`src/rtl/demosaic_neighbor_stream.sv`:
```
// demosaic_neighbor_stream
//
// 2x2 nearest-neighbour Bayer demosaic over a raster-order sample stream.
// A single row line buffer supplies the previous row. Each accepted sample
// at (x,y) with x>=1 and y>=1 closes a 2x2 window whose top-left corner is
// (x-1,y-1). That window yields one RGB pixel, so the output frame is
// (WIDTH-1) x (HEIGHT-1).
//
// Latency is fixed: a sample accepted on edge n produces its output on
// edge n+2. Input gaps only create output gaps.
//
// Parameters:
//   DATA_WIDTH  bits per raw sample and per output colour channel
//   WIDTH       input frame width in pixels  (>= 2)
//   HEIGHT      input frame height in rows   (>= 2)
//
// Ports:
//   clk        clock, rising edge
//   reset      asynchronous active-low reset
//   iData      raw Bayer sample
//   iValid     iData qualifier (no backpressure)
//   iSof       start of frame, only meaningful with iValid
//   iPattern   Bayer phase {pr,pc}: 00 RGGB, 01 GRBG, 10 GBRG, 11 BGGR
//   oR/oG/oB   output colour channels; they hold while oValid is low
//   oValid     output qualifier, one cycle per pixel
//   oSof       first pixel of an output frame
//   oEol       last pixel of an output row
//   oEof       last pixel of an output frame
//
// Optional build macro:
//   DEMOSAIC_ROUND_EN  when defined, green = (G1+G2+1)>>1 (round half up);
//                      otherwise green = (G1+G2)>>1 (truncate).

module demosaic_neighbor_stream #(
    parameter int DATA_WIDTH = 8,
    parameter int WIDTH      = 320,
    parameter int HEIGHT     = 240
) (
    input  logic                  clk,
    input  logic                  reset,
    input  logic [DATA_WIDTH-1:0] iData,
    input  logic                  iValid,
    input  logic                  iSof,
    input  logic [1:0]            iPattern,
    output logic [DATA_WIDTH-1:0] oR,
    output logic [DATA_WIDTH-1:0] oG,
    output logic [DATA_WIDTH-1:0] oB,
    output logic                  oValid,
    output logic                  oSof,
    output logic                  oEol,
    output logic                  oEof
);

    localparam int XW = (WIDTH  > 1) ? $clog2(WIDTH)  : 1;
    localparam int YW = (HEIGHT > 1) ? $clog2(HEIGHT) : 1;

    localparam logic [XW-1:0] X_LAST = XW'(WIDTH - 1);
    localparam logic [YW-1:0] Y_LAST = YW'(HEIGHT - 1);
    localparam logic [XW-1:0] X_ONE  = XW'(1);
    localparam logic [YW-1:0] Y_ONE  = YW'(1);

    // ------------------------------------------------------------------
    // Input position tracking and Bayer phase capture
    // ------------------------------------------------------------------
    logic [XW-1:0] x_q, x_d, x_eff;
    logic [YW-1:0] y_q, y_d, y_eff;
    logic [1:0]    phase_q, phase_d;
    logic          at_origin;

    always_comb begin
        // A qualified iSof forces the current sample to (0,0).
        x_eff     = iSof ? '0 : x_q;
        y_eff     = iSof ? '0 : y_q;
        at_origin = (x_eff == '0) && (y_eff == '0);

        x_d     = x_q;
        y_d     = y_q;
        phase_d = phase_q;

        if (iValid) begin
            if (x_eff == X_LAST) begin
                x_d = '0;
                y_d = (y_eff == Y_LAST) ? '0 : y_eff + 1'b1;
            end else begin
                x_d = x_eff + 1'b1;
                y_d = y_eff;
            end
            if (at_origin) begin
                phase_d = iPattern;
            end
        end
    end

    // ------------------------------------------------------------------
    // Row line buffer: read-before-write at column x. Not reset; every
    // location is written during row 0 before any window reads it.
    // ------------------------------------------------------------------
    logic [DATA_WIDTH-1:0] line_mem [0:WIDTH-1];
    logic [DATA_WIDTH-1:0] lb_rd_q;

    always_ff @(posedge clk) begin
        if (iValid) begin
            lb_rd_q         <= line_mem[x_eff];
            line_mem[x_eff] <= iData;
        end
    end

    // ------------------------------------------------------------------
    // Stage 1: captured sample and its position attributes
    // ------------------------------------------------------------------
    logic                  s1_valid_q, s1_valid_d;
    logic [DATA_WIDTH-1:0] s1_cur_q, s1_cur_d;
    logic                  s1_emit_q, s1_emit_d;
    logic                  s1_xodd_q, s1_xodd_d;
    logic                  s1_yodd_q, s1_yodd_d;
    logic                  s1_sof_q, s1_sof_d;
    logic                  s1_eol_q, s1_eol_d;
    logic                  s1_eof_q, s1_eof_d;
    logic [1:0]            s1_phase_q, s1_phase_d;

    always_comb begin
        s1_valid_d = iValid;
        s1_cur_d   = iValid ? iData : s1_cur_q;
        s1_emit_d  = (x_eff != '0) && (y_eff != '0);
        s1_xodd_d  = x_eff[0];
        s1_yodd_d  = y_eff[0];
        s1_sof_d   = (x_eff == X_ONE) && (y_eff == Y_ONE);
        s1_eol_d   = (x_eff == X_LAST);
        s1_eof_d   = (x_eff == X_LAST) && (y_eff == Y_LAST);
        // The phase travels with the sample so windows still in flight at a
        // frame boundary keep the old frame's phase.
        s1_phase_d = phase_d;
    end

    // Left column of the window: top/bottom values of the previous sample.
    logic [DATA_WIDTH-1:0] left_top_q, left_top_d;
    logic [DATA_WIDTH-1:0] left_bot_q, left_bot_d;

    always_comb begin
        left_top_d = left_top_q;
        left_bot_d = left_bot_q;
        if (s1_valid_q) begin
            left_top_d = lb_rd_q;
            left_bot_d = s1_cur_q;
        end
    end

    // ------------------------------------------------------------------
    // Stage 2: colour-site selection by absolute parity
    // ------------------------------------------------------------------
    function automatic logic [DATA_WIDTH-1:0] pick(
        input logic [1:0]            pos,
        input logic [DATA_WIDTH-1:0] w00,
        input logic [DATA_WIDTH-1:0] w01,
        input logic [DATA_WIDTH-1:0] w10,
        input logic [DATA_WIDTH-1:0] w11
    );
        logic [DATA_WIDTH-1:0] val;
        case (pos)
            2'b00:   val = w00;
            2'b01:   val = w01;
            2'b10:   val = w10;
            default: val = w11;
        endcase
        return val;
    endfunction

    logic [1:0]            r_pos;
    logic                  tl_row_odd;
    logic                  tl_col_odd;
    logic                  s2_valid_q, s2_valid_d;
    logic [DATA_WIDTH-1:0] s2_r_q, s2_r_d;
    logic [DATA_WIDTH-1:0] s2_b_q, s2_b_d;
    logic [DATA_WIDTH-1:0] s2_g1_q, s2_g1_d;
    logic [DATA_WIDTH-1:0] s2_g2_q, s2_g2_d;
    logic                  s2_sof_q, s2_sof_d;
    logic                  s2_eol_q, s2_eol_d;
    logic                  s2_eof_q, s2_eof_d;

    always_comb begin
        // Window top-left sits at (x-1,y-1), so its parities are inverted.
        // R lands at the window offset that brings the absolute parity to
        // the latched {pr,pc}. B is diagonal to R, and the Gs take the rest.
        tl_row_odd = ~s1_yodd_q;
        tl_col_odd = ~s1_xodd_q;
        r_pos      = {s1_phase_q[1] ^ tl_row_odd, s1_phase_q[0] ^ tl_col_odd};

        s2_valid_d = s1_valid_q && s1_emit_q;
        s2_sof_d   = s2_valid_d && s1_sof_q;
        s2_eol_d   = s2_valid_d && s1_eol_q;
        s2_eof_d   = s2_valid_d && s1_eof_q;

        s2_r_d  = s2_r_q;
        s2_b_d  = s2_b_q;
        s2_g1_d = s2_g1_q;
        s2_g2_d = s2_g2_q;
        if (s2_valid_d) begin
            s2_r_d  = pick(r_pos, left_top_q, lb_rd_q, left_bot_q, s1_cur_q);
            s2_b_d  = pick(~r_pos, left_top_q, lb_rd_q, left_bot_q, s1_cur_q);
            s2_g1_d = pick({r_pos[1], ~r_pos[0]}, left_top_q, lb_rd_q, left_bot_q, s1_cur_q);
            s2_g2_d = pick({~r_pos[1], r_pos[0]}, left_top_q, lb_rd_q, left_bot_q, s1_cur_q);
        end
    end

    // ------------------------------------------------------------------
    // Output stage: green average and registered outputs
    // ------------------------------------------------------------------
    logic [DATA_WIDTH:0]   g_sum;
    logic [DATA_WIDTH-1:0] g_avg;

    always_comb begin
`ifdef DEMOSAIC_ROUND_EN
        g_sum = {1'b0, s2_g1_q} + {1'b0, s2_g2_q} + {{DATA_WIDTH{1'b0}}, 1'b1};
`else
        g_sum = {1'b0, s2_g1_q} + {1'b0, s2_g2_q};
`endif
        // The sum is at most 2^(DATA_WIDTH+1)-1, so the halved value always fits.
        g_avg = DATA_WIDTH'(g_sum >> 1);
    end

    logic [DATA_WIDTH-1:0] out_r_q, out_r_d;
    logic [DATA_WIDTH-1:0] out_g_q, out_g_d;
    logic [DATA_WIDTH-1:0] out_b_q, out_b_d;
    logic                  out_valid_q, out_valid_d;
    logic                  out_sof_q, out_sof_d;
    logic                  out_eol_q, out_eol_d;
    logic                  out_eof_q, out_eof_d;

    always_comb begin
        out_valid_d = s2_valid_q;
        out_sof_d   = s2_sof_q;
        out_eol_d   = s2_eol_q;
        out_eof_d   = s2_eof_q;
        out_r_d     = s2_valid_q ? s2_r_q : out_r_q;
        out_g_d     = s2_valid_q ? g_avg  : out_g_q;
        out_b_d     = s2_valid_q ? s2_b_q : out_b_q;
    end

    // ------------------------------------------------------------------
    // State registers
    // ------------------------------------------------------------------
    always_ff @(posedge clk or negedge reset) begin
        if (!reset) begin
            x_q         <= '0;
            y_q         <= '0;
            phase_q     <= 2'b00;
            s1_valid_q  <= 1'b0;
            s1_cur_q    <= '0;
            s1_emit_q   <= 1'b0;
            s1_xodd_q   <= 1'b0;
            s1_yodd_q   <= 1'b0;
            s1_sof_q    <= 1'b0;
            s1_eol_q    <= 1'b0;
            s1_eof_q    <= 1'b0;
            s1_phase_q  <= 2'b00;
            left_top_q  <= '0;
            left_bot_q  <= '0;
            s2_valid_q  <= 1'b0;
            s2_r_q      <= '0;
            s2_b_q      <= '0;
            s2_g1_q     <= '0;
            s2_g2_q     <= '0;
            s2_sof_q    <= 1'b0;
            s2_eol_q    <= 1'b0;
            s2_eof_q    <= 1'b0;
            out_r_q     <= '0;
            out_g_q     <= '0;
            out_b_q     <= '0;
            out_valid_q <= 1'b0;
            out_sof_q   <= 1'b0;
            out_eol_q   <= 1'b0;
            out_eof_q   <= 1'b0;
        end else begin
            x_q         <= x_d;
            y_q         <= y_d;
            phase_q     <= phase_d;
            s1_valid_q  <= s1_valid_d;
            s1_cur_q    <= s1_cur_d;
            s1_emit_q   <= s1_emit_d;
            s1_xodd_q   <= s1_xodd_d;
            s1_yodd_q   <= s1_yodd_d;
            s1_sof_q    <= s1_sof_d;
            s1_eol_q    <= s1_eol_d;
            s1_eof_q    <= s1_eof_d;
            s1_phase_q  <= s1_phase_d;
            left_top_q  <= left_top_d;
            left_bot_q  <= left_bot_d;
            s2_valid_q  <= s2_valid_d;
            s2_r_q      <= s2_r_d;
            s2_b_q      <= s2_b_d;
            s2_g1_q     <= s2_g1_d;
            s2_g2_q     <= s2_g2_d;
            s2_sof_q    <= s2_sof_d;
            s2_eol_q    <= s2_eol_d;
            s2_eof_q    <= s2_eof_d;
            out_r_q     <= out_r_d;
            out_g_q     <= out_g_d;
            out_b_q     <= out_b_d;
            out_valid_q <= out_valid_d;
            out_sof_q   <= out_sof_d;
            out_eol_q   <= out_eol_d;
            out_eof_q   <= out_eof_d;
        end
    end

    assign oR     = out_r_q;
    assign oG     = out_g_q;
    assign oB     = out_b_q;
    assign oValid = out_valid_q;
    assign oSof   = out_sof_q;
    assign oEol   = out_eol_q;
    assign oEof   = out_eof_q;

endmodule

```
`config.mk`:
```
export PLATFORM = sky130hd
export DESIGN_NAME = demosaic_neighbor_stream
export DESIGN_NICKNAME = d
export VERILOG_FILES = /design/src/rtl/demosaic_neighbor_stream.sv
export SDC_FILE = /design/constraint.sdc
export NUM_CORES = 2
export LEC_CHECK = 0
export CAP_MARGIN = 20
export CORE_MARGIN = 1.5
export CORE_UTILIZATION = 51
export DETAILED_ROUTE_END_ITERATION = 10
export HOLD_SLACK_MARGIN = 0.1
export PLACE_DENSITY = 0.73
export SYNTH_ARGS = -nofsm -noshare
export SYNTH_HDL_FRONTEND = slang
export SYNTH_SLANG_ARGS = --single-unit
export TNS_END_PERCENT = 50
```
`constraint.sdc`:
```
create_clock -name clk -period 5.75 [get_ports clk]
set_input_delay 1.725 -clock clk [delete_from_list [all_inputs] [get_ports clk]]
set_output_delay 1.725 -clock clk [all_outputs]
set_load 0.05 [all_outputs]
```
==> results.md <==
- Largest vdd supply drop: 302 uV
- Number of storage elements in the synthesis netlist: 2682
- Crit path required time: 6.42 ns
- Area leader, netlist: sky130_fd_sc_hd__edfxtp_1
- Beginning of the worst hold path: out_sof_d$_DFF_PN0_
- GRT Util Overall: 27.8%
- Signed area change from the synthesized netlist to the final layout: 12.5%
- TritonCTS clock tree: yes
- Worst hold-check path type: register to register
- Dominant synthesized flop cell: sky130_fd_sc_hd__edfxtp_1
- Clock root buffer: sky130_fd_sc_hd__clkbuf_16
- GPL Wtd Cong: around 0.92
- Die boundary height: approximately 460 um
- Clock latency on the worst-skew pair: around 0.93 ns
- Maximum level of the CTS H-tree: 5
- First DRT Iteration DRCs: 10800
- Total overflow reported by the global router: 0
- Final count of pins violating max slew: 0
- Dominant cells by area after synthesis: sky130_fd_sc_hd__edfxtp_1, sky130_fd_sc_hd__nand2_1, sky130_fd_sc_hd__dfrtp_1
- Fraction of layout cells with a size suffix above 1: 13.9%
- Routed wire per std cell: 29.4 um
- Critical path start-end classification: input pin to register
- Final ANT Viol Nets: 0
- Total power per unit cell area: 354 nW/um2
- Most frequent cell after synthesis: sky130_fd_sc_hd__edfxtp_1
- Count of boundary I/O pins: 42
- Leakage power total: 0.0392 uW
- Cells resized by post-CTS repair: 0
- Final number of hold-violating endpoints: 0
- Die area: 214000 um2
- Count of flip-flops with a built-in enable after synthesis: approximately 2600
- Sort of element at the end of the critical path: register
- Number of clock sinks: 2682
- Fraction of registers with async set or reset after synthesis: around 4.3%
- Sequential element share of the synthesized area: 74.3%
- Count of different cell masters after synthesis: 73
- Post-route DRC violation count: 0
- Number of antenna violations at the first check in global routing: 13
- Number of buffers inserted by hold repair at cts: 0
- Placeable core region: 210000 um2
- DP HPWL: around 180000 um
- Number of setup violations in the final report: 0
- Number of buffers on the longest clock path: 4
- Part of the cycle the worst path needs: 87.6%
- TritonCTS Buffers: 287
- Number of I/O port buffers: 41
- Post-Route Setup TNS: 0 ns
- CP startpoint kind: input pin
- Vias: 66900
- RSZ-0062 raised after global routing: false
- Timing startpoint of the critical path: iSof
- Vias in the first global route: 64500
- Largest fanout on the critical path: 36
- Synthesized cell area: 108000 um2
- Reported max-cap violation count: 0
- Global-route wire length before repair: 441000 um
- Die width: 462 um
- Vias per cell: 6.48
- Synthesis warning total: 0
- Worst clock skew on the final layout: around 0.055 ns
- Reg clk slew, reported paths: ~0.060 ns
- WL final: 304000 um
- Maximum number of pins on one net before global-route repair: 157
- Net total in the final layout: 7353
- Cells after synthesis: 7198
- Buffer count from post-CTS setup fixing: 0
- Final worst hold slack: 0.415 ns
- Result of the run: completed
- Startpoint of the lowest-slack register-to-register path: x_q[1]$_DFFE_PN0P_
- Total power: approximately 43000 uW
- Measured slew at the worst slew-check pin: 1.21 ns
- Most common library cells after synthesis: sky130_fd_sc_hd__edfxtp_1, sky130_fd_sc_hd__nand2_1, sky130_fd_sc_hd__nor2_1
- Data arrival at the endpoint of the critical path: 5.71 ns
- Length of the first detailed-routing pass in iterations: 8
- Clock period minus worst slack: a little over 5 ns
- Portion of synthesized cell area occupied by the leading cell type: 71.6%
- Starting density of the core: 51.3%
- Total number of placement rows: 168
- Final setup slack of the worst path: a little over 0.7 ns
- Worst-case headroom to the max-slew limit: a little under a fifth
- Post-synthesis average cell area: 15.0 um2
- Maximum clock rate: approximately 0.20 GHz
- Syn_nets: between 7000 and 8000
- Post-Place Setup Slack: between 0.01 and 0.015 ns
power by group:
group / leakage [uW] / internal [uW] / switching [uW] / total [uW]
registers: 0.0246 / 21500 / 151 / 21600
clock network: 0.00418 / 9880 / 7340 / 17200
logic: 0.0104 / 1260 / 2730 / 3990
state kept, by name, summed over array words and instances, names as in the netlist, 2 cells and up:
register	flops
left_bot_q	8
y_q	8
s2_g1_q	8
x_q	9
line_mem	2560
s1_cur_q	8
s1_phase_q	2
lb_rd_q	8
oB	8
left_top_q	8
oG	8
s2_r_q	8
s2_b_q	8
oR	8
s2_g2_q	8
metrics by stage:
step                cells  util, %  instance area (um2)
floorplan            7198        -               108000
global placement     9839     53.7               113000
detailed placement   9840     53.7               113000
CTS                 10300     57.7               121000
global route        10300     57.7               121000
finish              10300     57.7               121000
cell type report:
class	instances	area [um2]
antenna	6	15.0
clock buffer	349	7550
clock inverter	131	966
fill	15700	88600
inverter	19	95.1
multi-input combinational	3957	25200
sequential	2682	80000
tap	2805	3510
timing repair buffer	377	3790
path summary, 6_finish.rpt:
check / cells past startpoint / slack (ns) / end
max in group asynchronous: 2 / 3.66 / s2_r_q[6]$_DFFE_PN0P_
min: 0 / 0.41 / oSof$_DFF_PN0_
max reg2reg: 12 / 0.80 / lb_rd_q[4]$_DFFE_PP_
max: 10 / 0.71 / lb_rd_q[5]$_DFFE_PP_
min reg2reg: 0 / 0.41 / oSof$_DFF_PN0_
min in group asynchronous: 1 / 0.98 / oR[2]$_DFFE_PN0P_
worst max-delay path, stage by stage:
cell and delay, ns:
sky130_fd_sc_hd__buf_4 0.29, sky130_fd_sc_hd__buf_12 0.26, sky130_fd_sc_hd__or3b_4 0.53, sky130_fd_sc_hd__buf_4 0.39, sky130_fd_sc_hd__a211oi_1 0.11, sky130_fd_sc_hd__nor4_1 0.81
sky130_fd_sc_hd__o22ai_1 0.18, sky130_fd_sc_hd__o21ai_0 0.95, sky130_fd_sc_hd__and4_1 0.34, sky130_fd_sc_hd__nand2_1 0.07
layout by cell type, fill, tap and decap left out, types with 175 or more instances in the layout:
master                      Yosys  routed
sky130_fd_sc_hd__a211oi_1     368     368
sky130_fd_sc_hd__mux2i_1      249     249
sky130_fd_sc_hd__a21oi_1      175     175
sky130_fd_sc_hd__buf_4         46     271
sky130_fd_sc_hd__o21ai_0      253     253
sky130_fd_sc_hd__nor2b_1      297     296
sky130_fd_sc_hd__clkbuf_16      0     293
sky130_fd_sc_hd__nor2_1       391     387
sky130_fd_sc_hd__a311oi_1     247     247
sky130_fd_sc_hd__mux2_2       253     253
sky130_fd_sc_hd__nand2_1      999     998
sky130_fd_sc_hd__edfxtp_1    2568    2568
metal layers:
metal	global-route usage [%]	routed length [um]	part of all wire, %
met2	42.2	138000	46
met1	37.9	110000	36
met3	6.61	38500	13
met4	13.4	16500	5.4
met5	0	41	0.014
cells by family after synthesis:
family	Yosys count	share of synthesized area, %
flip-flops	2682	74.3
AO/OA/AOI/OAI	1443	9.25
XOR/XNOR	10	0.0813
AND/OR/NAND/NOR	1950	8.03
adder cells (fa/ha/maj)	15	0.181
multiplexers	539	5.73
buffers and inverters	559	2.46
(Power assumes the default switching activity.)
